--- src/rtl/apb_pkg.sv ---
// Shared types and constants for the APB requester bridge.
package apb_pkg;

    localparam int APB_ADDR_W = 8;
    localparam int APB_DATA_W = 8;

    typedef enum logic [1:0] {
        ST_IDLE   = 2'd0,
        ST_SETUP  = 2'd1,
        ST_ACCESS = 2'd2,
        ST_RESP   = 2'd3
    } apb_state_e;

    // Bus output values while preset_n is low
    localparam logic RST_PSEL    = 1'b0;
    localparam logic RST_PENABLE = 1'b0;
    localparam logic RST_PWRITE  = 1'b0;

endpackage

--- src/rtl/apb_timeout_cnt.sv ---
// Saturating ACCESS-phase wait counter; expired flags the last allowed wait cycle.
module apb_timeout_cnt #(
    parameter int CNT_W          = 8,
    parameter int TIMEOUT_CYCLES = 16
) (
    input  logic pclk,
    input  logic preset_n,
    input  logic clr,
    input  logic en,
    output logic expired
);

    localparam logic             TO_EN   = (TIMEOUT_CYCLES != 0);
    localparam logic [CNT_W-1:0] CNT_MAX = '1;
    localparam logic [CNT_W-1:0] LAST    = CNT_W'(TIMEOUT_CYCLES - 1);

    logic [CNT_W-1:0] cnt;

    always_ff @(posedge pclk or negedge preset_n) begin
        if (!preset_n) begin
            cnt <= '0;
        end else if (clr) begin
            cnt <= '0;
        end else if (en && (cnt != CNT_MAX)) begin
            cnt <= cnt + 1'b1;
        end
    end

    assign expired = TO_EN && (cnt == LAST);

endmodule

--- src/rtl/apb_master_bridge.sv ---
// APB requester: one valid/ready command becomes one SETUP/ACCESS transfer.
//   state  | meaning
//   IDLE   | cmd_ready high, waiting for a command
//   SETUP  | psel=1 penable=0, one cycle, wait counter cleared
//   ACCESS | psel=1 penable=1 until pready or timeout
//   RESP   | bus idle, response held until rsp_ready
module apb_master_bridge
    import apb_pkg::*;
#(
    parameter int ADDR_W         = APB_ADDR_W,
    parameter int DATA_W         = APB_DATA_W,
    parameter int TIMEOUT_CYCLES = 16,
    parameter int CNT_W          = 8
) (
    input  logic              pclk,
    input  logic              preset_n,
    input  logic              cmd_valid,
    output logic              cmd_ready,
    input  logic              cmd_write,
    input  logic [ADDR_W-1:0] cmd_addr,
    input  logic [DATA_W-1:0] cmd_wdata,
    output logic              rsp_valid,
    input  logic              rsp_ready,
    output logic [DATA_W-1:0] rsp_rdata,
    output logic              rsp_err,
    output logic              rsp_timeout,
    output logic              psel,
    output logic              penable,
    output logic              pwrite,
    output logic [ADDR_W-1:0] paddr,
    output logic [DATA_W-1:0] pwdata,
    input  logic              pready,
    input  logic              pslverr,
    input  logic [DATA_W-1:0] prdata
);

    apb_state_e state, state_nxt;
    logic       cnt_clr, cnt_en, timeout_hit;

    apb_timeout_cnt #(
        .CNT_W          (CNT_W),
        .TIMEOUT_CYCLES (TIMEOUT_CYCLES)
    ) u_timeout_cnt (
        .pclk     (pclk),
        .preset_n (preset_n),
        .clr      (cnt_clr),
        .en       (cnt_en),
        .expired  (timeout_hit)
    );

    always_ff @(posedge pclk or negedge preset_n) begin
        if (!preset_n) state <= ST_IDLE;
        else           state <= state_nxt;
    end

    // Bus controls decode straight from state so reset drops them asynchronously
    always_comb begin
        state_nxt = state;
        cmd_ready = 1'b0;
        psel      = RST_PSEL;
        penable   = RST_PENABLE;
        rsp_valid = 1'b0;
        cnt_clr   = 1'b0;
        cnt_en    = 1'b0;
        case (state)
            ST_IDLE: begin
                cmd_ready = 1'b1;
                if (cmd_valid) state_nxt = ST_SETUP;
            end
            ST_SETUP: begin
                psel      = 1'b1;
                cnt_clr   = 1'b1;
                state_nxt = ST_ACCESS;
            end
            ST_ACCESS: begin
                psel    = 1'b1;
                penable = 1'b1;
                if (pready) begin
                    state_nxt = ST_RESP;
                end else begin
                    cnt_en = 1'b1;
                    if (timeout_hit) state_nxt = ST_RESP;
                end
            end
            ST_RESP: begin
                rsp_valid = 1'b1;
                if (rsp_ready) state_nxt = ST_IDLE;
            end
            default: state_nxt = ST_IDLE;
        endcase
    end

    // Address phase registers hold their last values between transfers
    always_ff @(posedge pclk or negedge preset_n) begin
        if (!preset_n) begin
            pwrite <= RST_PWRITE;
            paddr  <= '0;
            pwdata <= '0;
        end else if ((state == ST_IDLE) && cmd_valid) begin
            pwrite <= cmd_write;
            paddr  <= cmd_addr;
            pwdata <= cmd_wdata;
        end
    end

    // pready wins over a timeout landing in the same cycle
    always_ff @(posedge pclk or negedge preset_n) begin
        if (!preset_n) begin
            rsp_rdata   <= '0;
            rsp_err     <= 1'b0;
            rsp_timeout <= 1'b0;
        end else if (state == ST_ACCESS) begin
            if (pready) begin
                rsp_err     <= pslverr;
                rsp_timeout <= 1'b0;
                rsp_rdata   <= pwrite ? '0 : prdata;
            end else if (timeout_hit) begin
                rsp_err     <= 1'b1;
                rsp_timeout <= 1'b1;
                rsp_rdata   <= '0;
            end
        end
    end

endmodule
--- config.mk ---
export PLATFORM = sky130hd
export DESIGN_NAME = apb_master_bridge
export DESIGN_NICKNAME = d
export VERILOG_FILES = /design/src/rtl/apb_pkg.sv /design/src/rtl/apb_timeout_cnt.sv /design/src/rtl/apb_master_bridge.sv
export SDC_FILE = /design/constraint.sdc
export NUM_CORES = 1
export LEC_CHECK = 0
export CORE_MARGIN = 1.5
export CORE_UTILIZATION = 45
export CTS_CLUSTER_DIAMETER = 30
export CTS_CLUSTER_SIZE = 24
export DETAILED_ROUTE_END_ITERATION = 12
export PLACE_DENSITY = 0.78
export RECOVER_POWER = 25
export SLEW_MARGIN = 20
export SYNTH_ARGS = -nofsm -noshare
export SYNTH_HDL_FRONTEND = slang
export SYNTH_HIERARCHICAL = 1
export SYNTH_SLANG_ARGS = --single-unit
export TNS_END_PERCENT = 10
--- constraint.sdc ---
create_clock -name pclk -period 3.3 [get_ports pclk]
set_input_delay 0.825 -clock pclk [delete_from_list [all_inputs] [get_ports pclk]]
set_output_delay 0.825 -clock pclk [all_outputs]
set_load 0.005 [all_outputs]
==> summary.md <==
| Metric | Value |
|---|---|
| Skew-Pair Late Insertion Delay | 0.28 ns |
| Leak pwr | 1.06 nW |
| Startpoint Class | register |
| Sequential area share after synthesis | 54.0% |
| Die height | 64.7 µm |
| Post-cts hold buffer count | 0 |
| CTS buffer count | 5 |
| Cell area power density | 828 mW/mm² |
| Synthesized net count | 182 |
| Max clock buf depth | 2 |
| Max-Cap Viols | 1 |
| Fin Setup TNS | 0 ns |
| Total GRT Usage | 19.9% |
| Row count | 22 |
| Final Hold Viols | 0 |
| Initial core utilization | 46.8% |
| Failing checks | max-capacitance violations, max-slew violations |
| Vias/cell | 5.23 |
| Port bufs | 61 |
| ANT nets after route | 0 |
| Max transition margin | -29.5% |
| RSZ-0062 raised after global routing | false |
| Final period utilization | 73.9% |
| Share of cells above drive strength 1 | 13.9% |
| Clock transition at the registers of the reported paths | 0.07 ns |
| Area Overhead vs Synth | 42.3% |
| Core ar. | 0.00366 mm² |
| Tmin final | 2.44 ns |
| Max rail drop VDD | 546 µV |
| Initial antenna violation count | 0 |
| Mapped Area | 0.00171 mm² |
| Count of different cell masters after synthesis | 36 |
| Gr ovfl total | 0 |
| Largest net degree at the start of global routing | 38 |
| Highest Clock Rate | 0.410 GHz |
| Setup repair bufs after CTS | 0 |
| Hold/Removal Path Class | reg2reg |
| Outcome | complete, but fails checks |
| Crit path kind | reg2out |
| Worst Path Arrival | 1.61 ns |
| Utilization after layout | 66.6% |
| Boundary Pins | 62 |
| Vias after detailed routing | 1344 |
| Yosys reg bits | 37 |
| Non-filler cells, final | 257 |
| Asr flop ratio synth | 100% |
| Gate Count Post-Synth | 146 |
| First-pass GRT wire length | 6300 µm |
| WL final | 3820 µm |
| Worst setup EP type | output port |
| YS warnings | 6 |
| H-tree levels | 2 |
| Slew @ Worst Pin | 1.94 ns |
| Slew Limit Fails | 38 |
| RD Place Congestion | 0.774 |
| Detailed placer's ending HPWL | 2850 µm |
| Die ar. | 0.00419 mm² |
| Ant diodes | 0 |
| DRT iter0 DRCs | 78 |
| Pre-antenna DRT Iters | 4 |
| CP required | 2.47 ns |
| Worst Path Max Fanout | 4 |
| Count of nets after finishing | 245 |
| DRC violations left | 0 |
| Post-CTS sizing | 0 |
| WL/cell | 14.9 µm |
| Root Driver | clkbuf_8 |
| Final setup fails | 0 |
| Primary FF master, synth | dfrtp_1 |
| Worst Clk Skew | 0.00371 ns |
| Number of global-route vias before repair | 1376 |
| Syn Area/Cell | 11.7 µm² |
| Inst Count DP | 250 |
| Die X | 64.7 µm |
| CTS tree | done |
| Post-synth EDFFs | 0 |
| CTS sink cnt | 37 |
## layout make-up
type / instances / area, µm²
Inverter: 6 / 22.5
Fill cell: 273 / 1220
Tap cell: 48 / 60.1
Clock buffer: 7 / 86.3
Multi-Input combinational cell: 97 / 732
Timing Repair Buffer: 62 / 612
Sequential cell: 37 / 926
## placed cells by master, fill, tap and decap left out
| cell | count |
|---|---|
| a2111oi_0 | 1 |
| nor4_1 | 2 |
| o21ai_1 | 1 |
| a21boi_1 | 1 |
| a31oi_1 | 1 |
| clkdlybuf4s50_1 | 60 |
| nand2b_1 | 3 |
| nor2b_2 | 1 |
| nand3_1 | 2 |
| buf_4 | 1 |
| nand2_1 | 20 |
| dfrtp_1 | 37 |
| mux2_2 | 7 |
| nor3_1 | 4 |
| o32a_1 | 1 |
| clkbuf_1 | 2 |
| a41oi_1 | 1 |
| mux2_4 | 10 |
| ha_1 | 5 |
| and4_1 | 1 |
| nand4_1 | 2 |
| o21ai_0 | 11 |
| or3_1 | 1 |
| nor2b_1 | 6 |
| and3_1 | 1 |
| nand3_2 | 1 |
| mux2_1 | 3 |
| a211oi_1 | 1 |
| inv_1 | 6 |
| clkbuf_8 | 6 |
| nor3b_1 | 1 |
| a221oi_2 | 1 |
| mux2i_1 | 1 |
| a21oi_1 | 3 |
| nand2_2 | 1 |
| and4_2 | 1 |
| nor2_1 | 2 |
## layer usage
| metal | vias to the layer above | global-route usage (%) | wire length (µm) |
|---|---|---|---|
| met5 | - | 0 | 0 |
| met3 | 8 | 8.51 | 257 |
| met1 | 665 | 23.0 | 1610 |
| met2 | 40 | 32.7 | 1890 |
| met4 | 0 | 7.18 | 60 |
| li1 | 631 | - | - |
## critical path: stages, from the launching register on
cell             delay (ns)
dfrtp_1                0.41
inv_1                  0.08
ha_1                   0.32
clkdlybuf4s50_1        0.51
## power by group
part           switching (mW)  internal, mW  total (mW)
combinational           0.324         0.610       0.934
sequential              0.128         0.646       0.774
clock                   0.147         0.166       0.312
## registers in the layout, indices dropped and copies added, names as in the netlist
register           cells
paddr                  8
pwdata                 8
pwrite                 1
rsp_err                1
rsp_rdata              8
rsp_timeout            1
state                  2
u_timeout_cnt/cnt      8
## stage by stage
stage          hold WS, ns  power, mW  instance area (µm²)  worst slack (ns)
3_5_place_dp         0.474       1.72                 2350             0.664
4_1_cts              0.491       2.04                 2440             0.854
6_report             0.483       2.02                 2440             0.862
3_3_place_gp         0.466       1.68                 2350             0.826
2_1_floorplan        0.473       1.19                 1710              1.47
5_1_grt              0.517       2.16                 2440             0.658
## cells by family after synthesis
logic type | count (synthesis) | synth area share [%]
muxes | 21 | 15.9
DFF | 37 | 54.0
buffers and inverters | 12 | 3.28
AOI/OAI and AO/OA | 22 | 8.10
adders and majority gates | 5 | 3.65
and+or+nand+nor | 49 | 15.0
## cell usage after synthesis (all sizes together), types with 3 or more instances
library cell / count / area, µm²
nor3: 4 / 20.0
nor2b: 7 / 46.3
nand3: 3 / 20.0
ha: 5 / 62.6
buf: 4 / 26.3
o21ai: 12 / 60.1
dfrtp: 37 / 926
inv: 6 / 22.5
a21oi: 3 / 15.0
mux2: 20 / 263
nand2b: 3 / 18.8
nand2: 21 / 81.3
## final timing paths
check                                      from                    to  slack (ns)  depth (start not counted)
max in group asynchronous              preset_n              paddr[1]        1.11                          1
min in group asynchronous              preset_n  u_timeout_cnt/cnt[7]        1.08                          1
min reg2reg                        rsp_rdata[1]          rsp_rdata[1]        0.48                          2
max                                    state[1]                  psel        0.86                          3
min                                rsp_rdata[1]          rsp_rdata[1]        0.48                          2
max reg2reg                u_timeout_cnt/cnt[0]              state[1]        1.16                          6
Power figures use the tool's default switching activity.
